--- src/rtl/mult_lut_pkg.sv ---
// Shared types and constants for the LUT multiplier and its burst MAC stage.
package mult_lut_pkg;

    typedef enum logic [1:0] {ACCUM, DRAIN, HOLD} state_t;

    localparam int PROD_W = 4;
    localparam int OPND_W = 2;

    // Counter width able to hold 0..count-1, never narrower than one bit.
    function automatic int cnt_w(input int count);
        int w;
        w = $clog2(count);
        return (w < 1) ? 1 : w;
    endfunction

endpackage

--- src/rtl/mult_lut_mac_if.sv ---
// Operand input and burst result handshakes of the MAC stage.
interface mult_lut_mac_if
    import mult_lut_pkg::*;
#(
    parameter int ACC_W = 8
);
    logic              in_valid;
    logic              in_ready;
    logic [OPND_W-1:0] a;
    logic [OPND_W-1:0] b;
    logic              clear;
    logic              out_valid;
    logic              out_ready;
    logic [ACC_W-1:0]  out_sum;
    logic              out_ovf;

    modport master (
        output in_valid, a, b, clear, out_ready,
        input  in_ready, out_valid, out_sum, out_ovf
    );

    modport slave (
        input  in_valid, a, b, clear, out_ready,
        output in_ready, out_valid, out_sum, out_ovf
    );
endinterface

--- src/rtl/mult_lut_2x2.sv ---
// Combinational 2x2 -> 4 bit multiplier written as a lookup table.
module mult_lut_2x2
    import mult_lut_pkg::*;
(
    input  logic [OPND_W-1:0] a,
    input  logic [OPND_W-1:0] b,
    output logic [PROD_W-1:0] p
);

    // Only the nine pairs with both operands non-zero give a non-zero product.
    always_comb begin
        p = '0;
        case ({a, b})
            4'b01_01: p = 4'd1;
            4'b01_10: p = 4'd2;
            4'b01_11: p = 4'd3;
            4'b10_01: p = 4'd2;
            4'b10_10: p = 4'd4;
            4'b10_11: p = 4'd6;
            4'b11_01: p = 4'd3;
            4'b11_10: p = 4'd6;
            4'b11_11: p = 4'd9;
            default:  p = 4'd0;
        endcase
    end

endmodule

--- src/rtl/mult_lut_mac.sv ---
// Burst multiply-accumulate: sums COUNT LUT products and presents the result
// with a sticky overflow flag on a valid/ready output.
module mult_lut_mac
    import mult_lut_pkg::*;
#(
    parameter int ACC_W = 8,
    parameter int COUNT = 4
)(
    input  logic          clk,
    input  logic          rst_n,
    mult_lut_mac_if.slave bus
);

    localparam int CW = cnt_w(COUNT);

    state_t            state, state_nxt;
    logic [CW-1:0]     cnt;
    logic [PROD_W-1:0] prod, prod_q;
    logic              prod_v;
    logic [ACC_W-1:0]  acc;
    logic              ovf;
    logic              accept, last, out_hs;
    logic [ACC_W:0]    acc_sum;

    mult_lut_2x2 u_mul (.a(bus.a), .b(bus.b), .p(prod));

    assign accept  = bus.in_valid & bus.in_ready;
    assign last    = (cnt == CW'(COUNT - 1));
    assign out_hs  = (state == HOLD) & bus.out_ready;
    assign acc_sum = {1'b0, acc} + (ACC_W + 1)'(prod_q);

    // Outputs decode only from state and registers; reset holds in_ready low.
    assign bus.in_ready  = rst_n & (state == ACCUM);
    assign bus.out_valid = (state == HOLD);
    assign bus.out_sum   = (state == HOLD) ? acc : '0;
    assign bus.out_ovf   = (state == HOLD) & ovf;

    // State register; clear aborts exactly like reset.
    always_ff @(posedge clk) begin
        if (!rst_n || bus.clear) state <= ACCUM;
        else                     state <= state_nxt;
    end

    // Next state: last accept drains one cycle, then result is held until taken.
    always_comb begin
        state_nxt = state;
        case (state)
            ACCUM:   if (accept && last) state_nxt = DRAIN;
            DRAIN:   state_nxt = HOLD;
            HOLD:    if (out_hs) state_nxt = ACCUM;
            default: state_nxt = ACCUM;
        endcase
    end

    // Datapath: product register, burst counter, accumulator with sticky carry.
    always_ff @(posedge clk) begin
        if (!rst_n || bus.clear) begin
            cnt    <= '0;
            prod_q <= '0;
            prod_v <= 1'b0;
            acc    <= '0;
            ovf    <= 1'b0;
        end else begin
            prod_v <= accept;
            if (accept) begin
                prod_q <= prod;
                cnt    <= last ? '0 : cnt + 1'b1;
            end
            // prod_v is never set in HOLD, so the two branches cannot collide.
            if (out_hs) begin
                acc <= '0;
                ovf <= 1'b0;
            end else if (prod_v) begin
                acc <= acc_sum[ACC_W-1:0];
                if (acc_sum[ACC_W]) ovf <= 1'b1;
            end
        end
    end

endmodule

--- src/flat_wrapper.sv ---
// flat-port wrapper written by rule: the top's interface ports become plain ports
module mult_lut_mac_flat import mult_lut_pkg::*;
#(
    parameter int ACC_W = 8,
    parameter int COUNT = 4
)
  (clk, rst_n, bus_in_valid, bus_a, bus_b, bus_clear, bus_out_ready, bus_in_ready, bus_out_valid, bus_out_sum, bus_out_ovf);
  mult_lut_mac_if #(.ACC_W(ACC_W)) bus_i ();
  input  logic clk;
  input  logic rst_n;
  input wire logic [$bits(bus_i.in_valid)-1:0] bus_in_valid;
  input wire logic [$bits(bus_i.a)-1:0] bus_a;
  input wire logic [$bits(bus_i.b)-1:0] bus_b;
  input wire logic [$bits(bus_i.clear)-1:0] bus_clear;
  input wire logic [$bits(bus_i.out_ready)-1:0] bus_out_ready;
  output wire logic [$bits(bus_i.in_ready)-1:0] bus_in_ready;
  output wire logic [$bits(bus_i.out_valid)-1:0] bus_out_valid;
  output wire logic [$bits(bus_i.out_sum)-1:0] bus_out_sum;
  output wire logic [$bits(bus_i.out_ovf)-1:0] bus_out_ovf;
  assign bus_i.in_valid = bus_in_valid;
  assign bus_i.a = bus_a;
  assign bus_i.b = bus_b;
  assign bus_i.clear = bus_clear;
  assign bus_i.out_ready = bus_out_ready;
  assign bus_in_ready = bus_i.in_ready;
  assign bus_out_valid = bus_i.out_valid;
  assign bus_out_sum = bus_i.out_sum;
  assign bus_out_ovf = bus_i.out_ovf;
  mult_lut_mac #(.ACC_W(ACC_W), .COUNT(COUNT)) u_core (.clk(clk), .rst_n(rst_n), .bus(bus_i));
endmodule
--- config.mk ---
export PLATFORM = sky130hd
export DESIGN_NAME = mult_lut_mac_flat
export DESIGN_NICKNAME = d
export VERILOG_FILES = /design/src/rtl/mult_lut_pkg.sv /design/src/rtl/mult_lut_mac_if.sv /design/src/rtl/mult_lut_2x2.sv /design/src/rtl/mult_lut_mac.sv /design/src/flat_wrapper.sv
export SDC_FILE = /design/constraint.sdc
export NUM_CORES = 1
export LEC_CHECK = 0
export BUFFER_PORTS_ARGS = -buffer_cell sky130_fd_sc_hd__buf_2
export CAP_MARGIN = 5
export CORE_MARGIN = 2
export CORE_UTILIZATION = 35
export CTS_BUF_LIST = sky130_fd_sc_hd__clkbuf_4 sky130_fd_sc_hd__clkbuf_8
export CTS_CLUSTER_DIAMETER = 50
export DETAILED_ROUTE_END_ITERATION = 12
export GPL_TIMING_DRIVEN = 0
export PLACE_DENSITY = 0.66
export SYNTH_ARGS = -nofsm -noshare
export SYNTH_HDL_FRONTEND = slang
export SYNTH_SLANG_ARGS = --single-unit
--- constraint.sdc ---
create_clock -name clk -period 2.4 [get_ports clk]
set_clock_uncertainty 0.2 [all_clocks]
set_input_delay 0.12 -clock clk [delete_from_list [all_inputs] [get_ports clk]]
set_output_delay 0.12 -clock clk [all_outputs]
set_load 0.05 [all_outputs]
==> results.toml, run 1 <==
[outcome]
status = "completed"

[synth]
syn_area_per_cell_sq_um = 8.57
ys_warn_count = 0
synth.net_count = 134
yosysSeqAreaShare = 0.360
yosys_register_bits = 18
netlist_area_sq_um = 1000
netlist_instances = 117
synth_cell_types = 31

[worst_hold_path]
worstHoldPathType = "in2reg"
min_path_cells = 4
min_from = "rst_n"

[detailed_routing]
vias = 880
drt_iter0_drc = 13
drc = 0
drt-pass1-iter-count = 4
drt-total-wl_microns = 1950
wl_per_cell_microns = 11.0
ant_nets = 0
vias_per_cell = 4.97

[cells_and_area]
fin_nets = 164
drive_gt1_frac = 0.199
syn_to_final_growth_pct = 23.5
n_antenna_cell = 0
fin_util = 0.453
layout.cells.non_filler = 177
num-fill-cells = 258

[cts]
post_cts_buffers = 0
cts_resized = 0
cts_tree = "done"
htreeDepth = 1
path_clk_slew_ps = 100
worst_skew_pair.late_latency_ps = 290
cts_made_buffers = 3
cts_buffer_depth = 2
root_buffer = "clkbuf_4"
clock_sinks = 18

[sta]
grt_setup_unrepaired = "no"
fin_crit_ps = 2030
final-hold-violation-count = 0
maxSlewHeadroom = 0.752
worst_pin_slew_ps = 370
fmax_mhz = 494
slew_violations = 0
finalSetupViolCount = 0
period_share = 0.844
tns_ps = 0

[floorplanning]
die_h_microns = 57.5
row_count = 19
io_pins = 20
die_w_microns = 57.5
fp.dieArea_sq_um = 3310
start_util = 0.367
coreArea_sq_um = 2730

[worst_setup_path]
critical_path_arrival_ps = 2060
setup.worst_path.end_class = "flop"
cp-endpoint = "u_core.acc[6]"
rr_startpoint = "u_core.acc[0]"
reg2reg_slack_ps = 370
required_ps = 2430
rr_endpoint = "u_core.acc[6]"
critPathKind = "reg2reg"
cp-start-kind = "flop"
r2r.worst_path.cells = 7
critPathMaxFanout = 3
cp-startpoint = "u_core.acc[0]"

[placed_design]
gp_congestion = 0.845
hpwl_microns = 1550
io_buffers = 19
placed_cells = 167

[grt]
grt_usage = 0.134
grt_start_max_net_pins = 11
antenna_found_initial = 0
grt_pass1_vias = 868
grt_first_pass_wirelength_microns = 3540
grt_overflow = 0

[pwr]
p_per_area_nw_per_um2 = 441
p_leak_nw = 0.543
total_power_uw = 546
ir_drop_uv = 296

[job]
maxCapViolations = 0
## worst max-delay path: stages (launching register included)
cell and delay, ps:
dfxtp_1 360, ha_1 170, inv_1 50, fa_1 370, nor2b_1 150, o21ai_0 160, a2111o_1 430, o21ai_1 70
## flip-flops by register name, summed over array words and instances, names as in the netlist
signal         cells
u_core.prod_q      4
u_core.state       2
u_core.cnt         2
u_core.ovf         1
u_core.acc         8
u_core.prod_v      1
## cell usage after synthesis
cell	count	area (sq um)
or2_1	1	6.26
o21ai_0	3	15.0
buf_6	2	22.5
clkbuf_1	2	7.51
and3_1	2	12.5
mux2i_1	4	40.0
fa_1	1	20.0
nor2_1	8	30.0
o21ai_1	1	5.00
a22oi_1	1	7.51
and3b_1	1	8.76
and2_1	10	62.6
or3_1	4	25.0
inv_1	7	26.3
nand2_1	8	30.0
a21oi_1	11	55.1
nand2b_4	1	13.8
nand3_1	7	35.0
a22o_1	1	8.76
or4_1	1	7.51
mux2_2	1	11.3
nand2_2	1	6.26
dfxtp_1	18	360
a211oi_1	3	22.5
nor3_1	2	10.0
ha_1	7	87.6
nand4_1	2	12.5
nor2b_1	3	18.8
nor3b_1	1	7.51
a21o_1	2	15.0
a2111o_1	1	11.3
## through the flow
stage	hold WS, ps	worst slack (ps)	cell area [sq um]
2_1_floorplan	-10.9	378	1010
3_3_place_gp	110	428	1140
3_5_place_dp	121	386	1140
4_1_cts	20.9	361	1240
5_1_grt	15.4	223	1240
6_report	25.4	374	1240
## area by class of cell
type	instances	area (sq um)	share of cell area
multi-input combinational	88	591	0.477
buffer	4	30.0	0.0243
timing repair buffer	25	155	0.125
sequential	18	360	0.291
inverter	7	26.3	0.0212
clock buffer	4	36.3	0.0293
tap	31	38.8	0.0313
## report_power, final
part | switching, mW | total (mW) | internal, mW | leakage (nW)
combinational | 0.0309 | 0.0572 | 0.0264 | 0.377
clock | 0.0934 | 0.186 | 0.0924 | 0.0210
sequential | 0.00161 | 0.303 | 0.301 | 0.145
## placed cells by master (no fill, tap or decap), drive strengths merged
cell         Yosys  layout
a2111o           1       1
a211oi           3       3
a21o             2       2
a21oi           11      11
a22o             1       1
a22oi            1       1
and2            10      10
and3             2       2
and3b            1       1
buf              2      21
clkbuf           2       6
dfxtp           18      18
dlygate4sd3      0       6
fa               1       1
ha               7       7
inv              7       7
mux2             1       1
mux2i            4       4
nand2            9       9
nand2b           1       1
nand3            7       7
nand4            2       2
nor2             8       8
nor2b            3       3
nor3             2       2
nor3b            1       1
o21ai            4       4
or2              1       1
or3              4       4
or4              1       1
## logic make-up (layout without fill, tap and decap cells)
kind of cell,Yosys count,after routing,share of synthesized area
fa+ha+maj,8,8,0.107
compound gates,23,23,0.140
mux,5,5,0.0512
flops,18,18,0.360
simple gates,52,52,0.286
buf+inv,11,40,0.0562
## per-layer routing
metal	wire, microns	share of wire	vias to the layer above	GRT usage
li1	-	-	472	-
met1	900	0.46	390	0.158
met2	958	0.49	18	0.244
met3	95	0.049	0	0.0476
met4	0	0	0	0.00997
met5	0	0	-	0
## timing repair
action	CTS	global route
setup endpoints to repair	0	0
hold buffers	6	0
hold endpoints to repair	6	0
## how the worst min path moves through the flow
stage,endpoint
3_5_place_dp,u_core.prod_q[0]
3_3_place_gp,u_core.prod_q[0]
6_report,u_core.prod_q[2]
2_1_floorplan,u_core.prod_q[0]
4_1_cts,u_core.prod_q[3]
5_1_grt,u_core.prod_q[1]
Power figures use the tool's default switching activity.
==> run 2: changes to the inputs <==
PLACE_DENSITY = 0.68   (was 0.66)
clock period = 1.81 ns   (was 2.4 ns; I/O delays follow)
==> results.toml, run 2 (synthesis results as in run 1) <==
[detailed_routing]
vias_per_cell = 5.19
drt_iter0_drc = 8
wl_per_cell_microns = 11.6
drt-total-wl_microns = 2090
drt-pass1-iter-count = 4
drc = 0
ant_nets = 0
vias = 934

[worst_setup_path]
cp_top_family = "compound AO/OA/AOI/OAI gates"
critPathKind = "reg2reg"
cp_slowest_cell = "dfxtp_2"
critPathMaxFanout = 3
cp-start-kind = "flop"
cp_num_buf_inv = 1
cpPeakStageDelay_ps = 370
setup.worst_path.end_class = "flop"
worstPathCellList = "ha_4 -> inv_2 -> fa_2 -> nor2b_4 -> o21ai_2 -> a2111o_1 -> o21ai_1"
required_ps = 1850
critical_path_arrival_ps = 1840

[placed_design]
hpwl_microns = 1590
io_buffers = 19
gp_congestion = 0.792

[cells_and_area]
top_regs = "u_core.acc x8, u_core.prod_q x4"
fin_util = 0.492
syn_to_final_growth_pct = 34.2
n_antenna_cell = 0
largest_reg_flops = 8
regMostFlops = "u_core.acc"
fin_nets = 167
layout_commonest_cell = "buf_2"
layout_common_cells = "buf_2 (18), dfxtp_1 (13), a21oi_1 (11), and2_1 (10)"
drive_gt1_frac = 0.295

[sta]
tns_ps = 0
finalSetupViolCount = 0
period_share = 0.995
slew_violations = 0
maxSlewHeadroom = 0.758
whs_ps = -5.47
final-hold-violation-count = 4
fmax_mhz = 555
grt_setup_unrepaired = "yes"
fin_crit_ps = 1800
worst_pin_slew_ps = 362

[floorplanning]
die_h_microns = 57.5
io_pins = 20
fp.dieArea_sq_um = 3310
die_w_microns = 57.5
start_util = 0.367
coreArea_sq_um = 2730
row_count = 19

[grt]
use_met2 = 0.231
grtUsageMet1 = 0.167
grt_pass1_vias = 864
grt_usage = 0.139
busiest_layer = "met2"
antenna_found_initial = 0
grt_start_max_net_pins = 11
grt_overflow = 0
grt_first_pass_wirelength_microns = 3650
grtUsageMet3 = 0.0544

[cts]
path_clk_slew_ps = 110
cts_made_buffers = 3
worst_skew_pair.late_latency_ps = 300
cts_buffer_depth = 2
cts_tree = "done"
htreeDepth = 1
root_buffer = "clkbuf_4"
clock_sinks = 18

[pwr]
p_leak_nw = 0.561
p_per_area_nw_per_um2 = 547
ir_drop_uv = 464

[job]
maxCapViolations = 0

[worst_hold_path]
worstHoldPathType = "in2reg"

[outcome]
status = "finished, violations left"
violations = "negative hold slack"
==> run 2: worst paths after layout <==
kind | from | to | slack (ps) | cells past startpoint
worst min register to register | u_core.cnt[1] | u_core.cnt[1] | 280 | 2
worst max register to register | u_core.prod_q[0] | u_core.acc[6] | 9 | 7
worst max-delay path | u_core.prod_q[0] | u_core.acc[6] | 9 | 7
worst min-delay path | bus_clear | u_core.prod_q[3] | -5 | 4
==> run 2: metrics by stage <==
| stage | worst slack (ps) | hold WS (ps) | power (mW) | std cells | cell area (sq um) |
|---|---|---|---|---|---|
| 2_1_floorplan | 6.51 | -40.4 | 0.454 | 117 | 1020 |
| 3_3_place_gp | -63.8 | 78.6 | 0.476 | 167 | 1150 |
| 3_5_place_dp | -89.5 | 86.9 | 0.479 | 167 | 1150 |
| 4_1_cts | -5.22 | -4.99 | 0.741 | 180 | 1300 |
| 5_1_grt | -60.6 | 3.76 | 0.768 | 180 | 1350 |
| 6_report | 9.04 | -5.47 | 0.736 | 180 | 1350 |
==> run 2: repair_timing <==
item	CTS	global route
gates resized for setup	7	9
setup buffers	1	0
setup endpoints to repair	4	16
pin swaps	1	1
cloned	0	0
hold buffers	8	0
endpoints found under the hold margin	9	0
==> run 2: layout make-up <==
class	count	area, sq um
Buffer	4	31.3
Clock buffer	4	36.3
Fill cell	277	1390
Inverter	7	26.3
Multi-Input combinational cell	88	658
Sequential cell	18	369
Tap cell	31	38.8
Timing Repair Buffer	28	185
==> run 2: routing by layer <==
| metal | wire, microns | up-vias | share of wire |
|---|---|---|---|
| li1 | - | 472 | - |
| met1 | 919 | 427 | 0.44 |
| met2 | 994 | 29 | 0.48 |
| met3 | 148 | 6 | 0.071 |
| met4 | 25 | 0 | 0.012 |
| met5 | 0 | - | 0 |
==> run 2: worst reg2reg max path: stages (launching register included) <==
cell and delay (ps):
dfxtp_2 370, ha_4 140, inv_2 30, fa_2 350
nor2b_4 130, o21ai_2 70, a2111o_1 360, o21ai_1 80
==> run 2: power breakdown <==
part	switching, mW	internal (mW)
clock	0.131	0.123
sequential	0.00272	0.398
combinational	0.0418	0.0393
==> run 3: changes to the inputs <==
CORE_MARGIN = not set   (was 2)
MAX_ROUTING_LAYER = met4   (was not set)
SETUP_SLACK_MARGIN = 0.4   (was not set)
==> results.toml, run 3 (synthesis results as in run 1) <==
[grt]
grt_first_pass_wirelength_microns = 4100
grt_overflow = 0
antenna_found_initial = 0
grt_pass1_vias = 991
grt_start_max_net_pins = 11
grt_usage = 0.171

[placed_design]
gp_congestion = 0.844
io_buffers = 19
placed_cells = 167
hpwl_microns = 1550
post-place-ws_ps = -28.7

[floorplanning]
fp.dieArea_sq_um = 3080
start_util = 0.367
die_h_microns = 55.5
row_count = 19
coreArea_sq_um = 2730
io_pins = 20
die_w_microns = 55.5

[cts]
clock_sinks = 18
cts_made_buffers = 3
path_clk_slew_ps = 110
htreeDepth = 1
root_buffer = "clkbuf_4"
cts_hold_buf = 6
worst_skew_pair.late_latency_ps = 300
cts_tree = "done"
cts_buffer_depth = 2

[worst_setup_path]
cp_top_family = "adder cells"
critPathMaxFanout = 3
required_ps = 1860
setup.worst_path.end_class = "flop"
cp-start-kind = "flop"
cpPeakStageDelay_ps = 370
cp_slowest_cell = "dfxtp_2"
cp_num_buf_inv = 1
critical_path_arrival_ps = 1860
worstPathCellList = "ha_4 -> inv_2 -> fa_2 -> nor2b_4 -> o21ai_2 -> a2111o_1 -> o21ai_1"
critPathKind = "reg2reg"

[sta]
period_share = 1.00
whs_ps = -116
slew_violations = 0
setup_ws_ps = -7.45
final-hold-violation-count = 6
finalSetupViolCount = 1
fin_crit_ps = 1820
maxSlewHeadroom = 0.754
fmax_mhz = 550
grt_setup_unrepaired = "yes"
worst_pin_slew_ps = 368

[cells_and_area]
layout.cells.non_filler = 194
num-fill-cells = 232
largest_reg_flops = 8
layout_commonest_cell = "buf_8"
n_antenna_cell = 0
regMostFlops = "u_core.acc"
top_regs = "u_core.acc x8, u_core.prod_q x4"
layout_common_cells = "buf_8 (13), buf_4 (11), and2_4 (10), dfxtp_1 (9)"
drive_gt1_frac = 0.546
fin_nets = 181
syn_to_final_growth_pct = 69.3

[worst_hold_path]
worstHoldPathType = "in2reg"

[detailed_routing]
wl_per_cell_microns = 13.3
drt_iter0_drc = 18
drt-pass1-iter-count = 4
vias = 1004
drt-total-wl_microns = 2580
vias_per_cell = 5.18
drc = 0
ant_nets = 0

[job]
maxCapViolations = 0

[outcome]
violations = "negative hold slack, negative setup slack"
status = "finished, violations left"

[pwr]
p_leak_nw = 0.699
p_per_area_nw_per_um2 = 450
ir_drop_uv = 403
-- run 3: cell types whose count changed in the layout (fill, tap and decap cells not counted), sizes merged --
cell / delta
buf: +18
clkbuf: -2
dlygate4sd3: -2
-- run 3: per-layer routing --
| metal | vias to the layer above | share of wire | global-route usage |
|---|---|---|---|
| li1 | 500 | - | - |
| met1 | 475 | 0.40 | 0.174 |
| met2 | 27 | 0.55 | 0.329 |
| met3 | 2 | 0.039 | 0.0492 |
| met4 | 0 | 0.010 | 0.0214 |
| met5 | - | 0 | - |
-- run 3: worst paths after layout --
| path | startpoint | to | slack, ps | cells past startpoint |
|---|---|---|---|---|
| setup / recovery | u_core.prod_q[0] | u_core.acc[6] | -7 | 7 |
| hold / removal | rst_n | u_core.prod_q[0] | -120 | 3 |
| setup reg to reg | u_core.prod_q[0] | u_core.acc[6] | -7 | 7 |
| hold reg to reg | u_core.prod_q[3] | u_core.prod_q[3] | 280 | 2 |
-- run 3: worst register-to-register path, stage by stage, from the launching register on --
cell and delay [ps]:
dfxtp_2 370, ha_4 140, inv_2 30, fa_2 370, nor2b_4 150, o21ai_2 90, a2111o_1 350, o21ai_1 70
-- run 3: what timing repair did --
item                       4_1_cts  5_1_grt
hold endpoints to repair         8        5
cloned                           1        0
pin swaps                       10       13
setup endpoints to repair       20       26
gates resized for setup         54       16
setup buffers                   13        3
-- run 3: area by class of cell --
| cell class | count | area, sq um | area share |
|---|---|---|---|
| buffer | 4 | 42.5 | 0.0251 |
| clock buffer | 4 | 36.3 | 0.0214 |
| inverter | 7 | 26.3 | 0.0155 |
| multi-input combinational | 88 | 748 | 0.441 |
| sequential | 18 | 377 | 0.222 |
| tap | 31 | 38.8 | 0.0229 |
| timing repair buffer | 42 | 428 | 0.252 |
-- run 3: stage by stage --
stage                     area (sq um)  TNS [ps]  power [mW]   util
after floorplan                   1100         0       0.457      -
after global placement            1230     -4.07       0.479  0.450
after detailed placement          1230     -28.7       0.483  0.450
after CTS                         1620         0       0.750  0.592
after global routing              1700     -96.9       0.786  0.621
final                             1700     -7.45       0.763  0.621
-- run 3: where the power goes --
group	internal, mW	leakage (nW)	total, mW	switching [mW]
sequential	0.397	0.151	0.400	0.00278
combinational	0.0527	0.528	0.104	0.0514
clock	0.123	0.0210	0.260	0.137
total	0.572	0.699	0.763	0.191
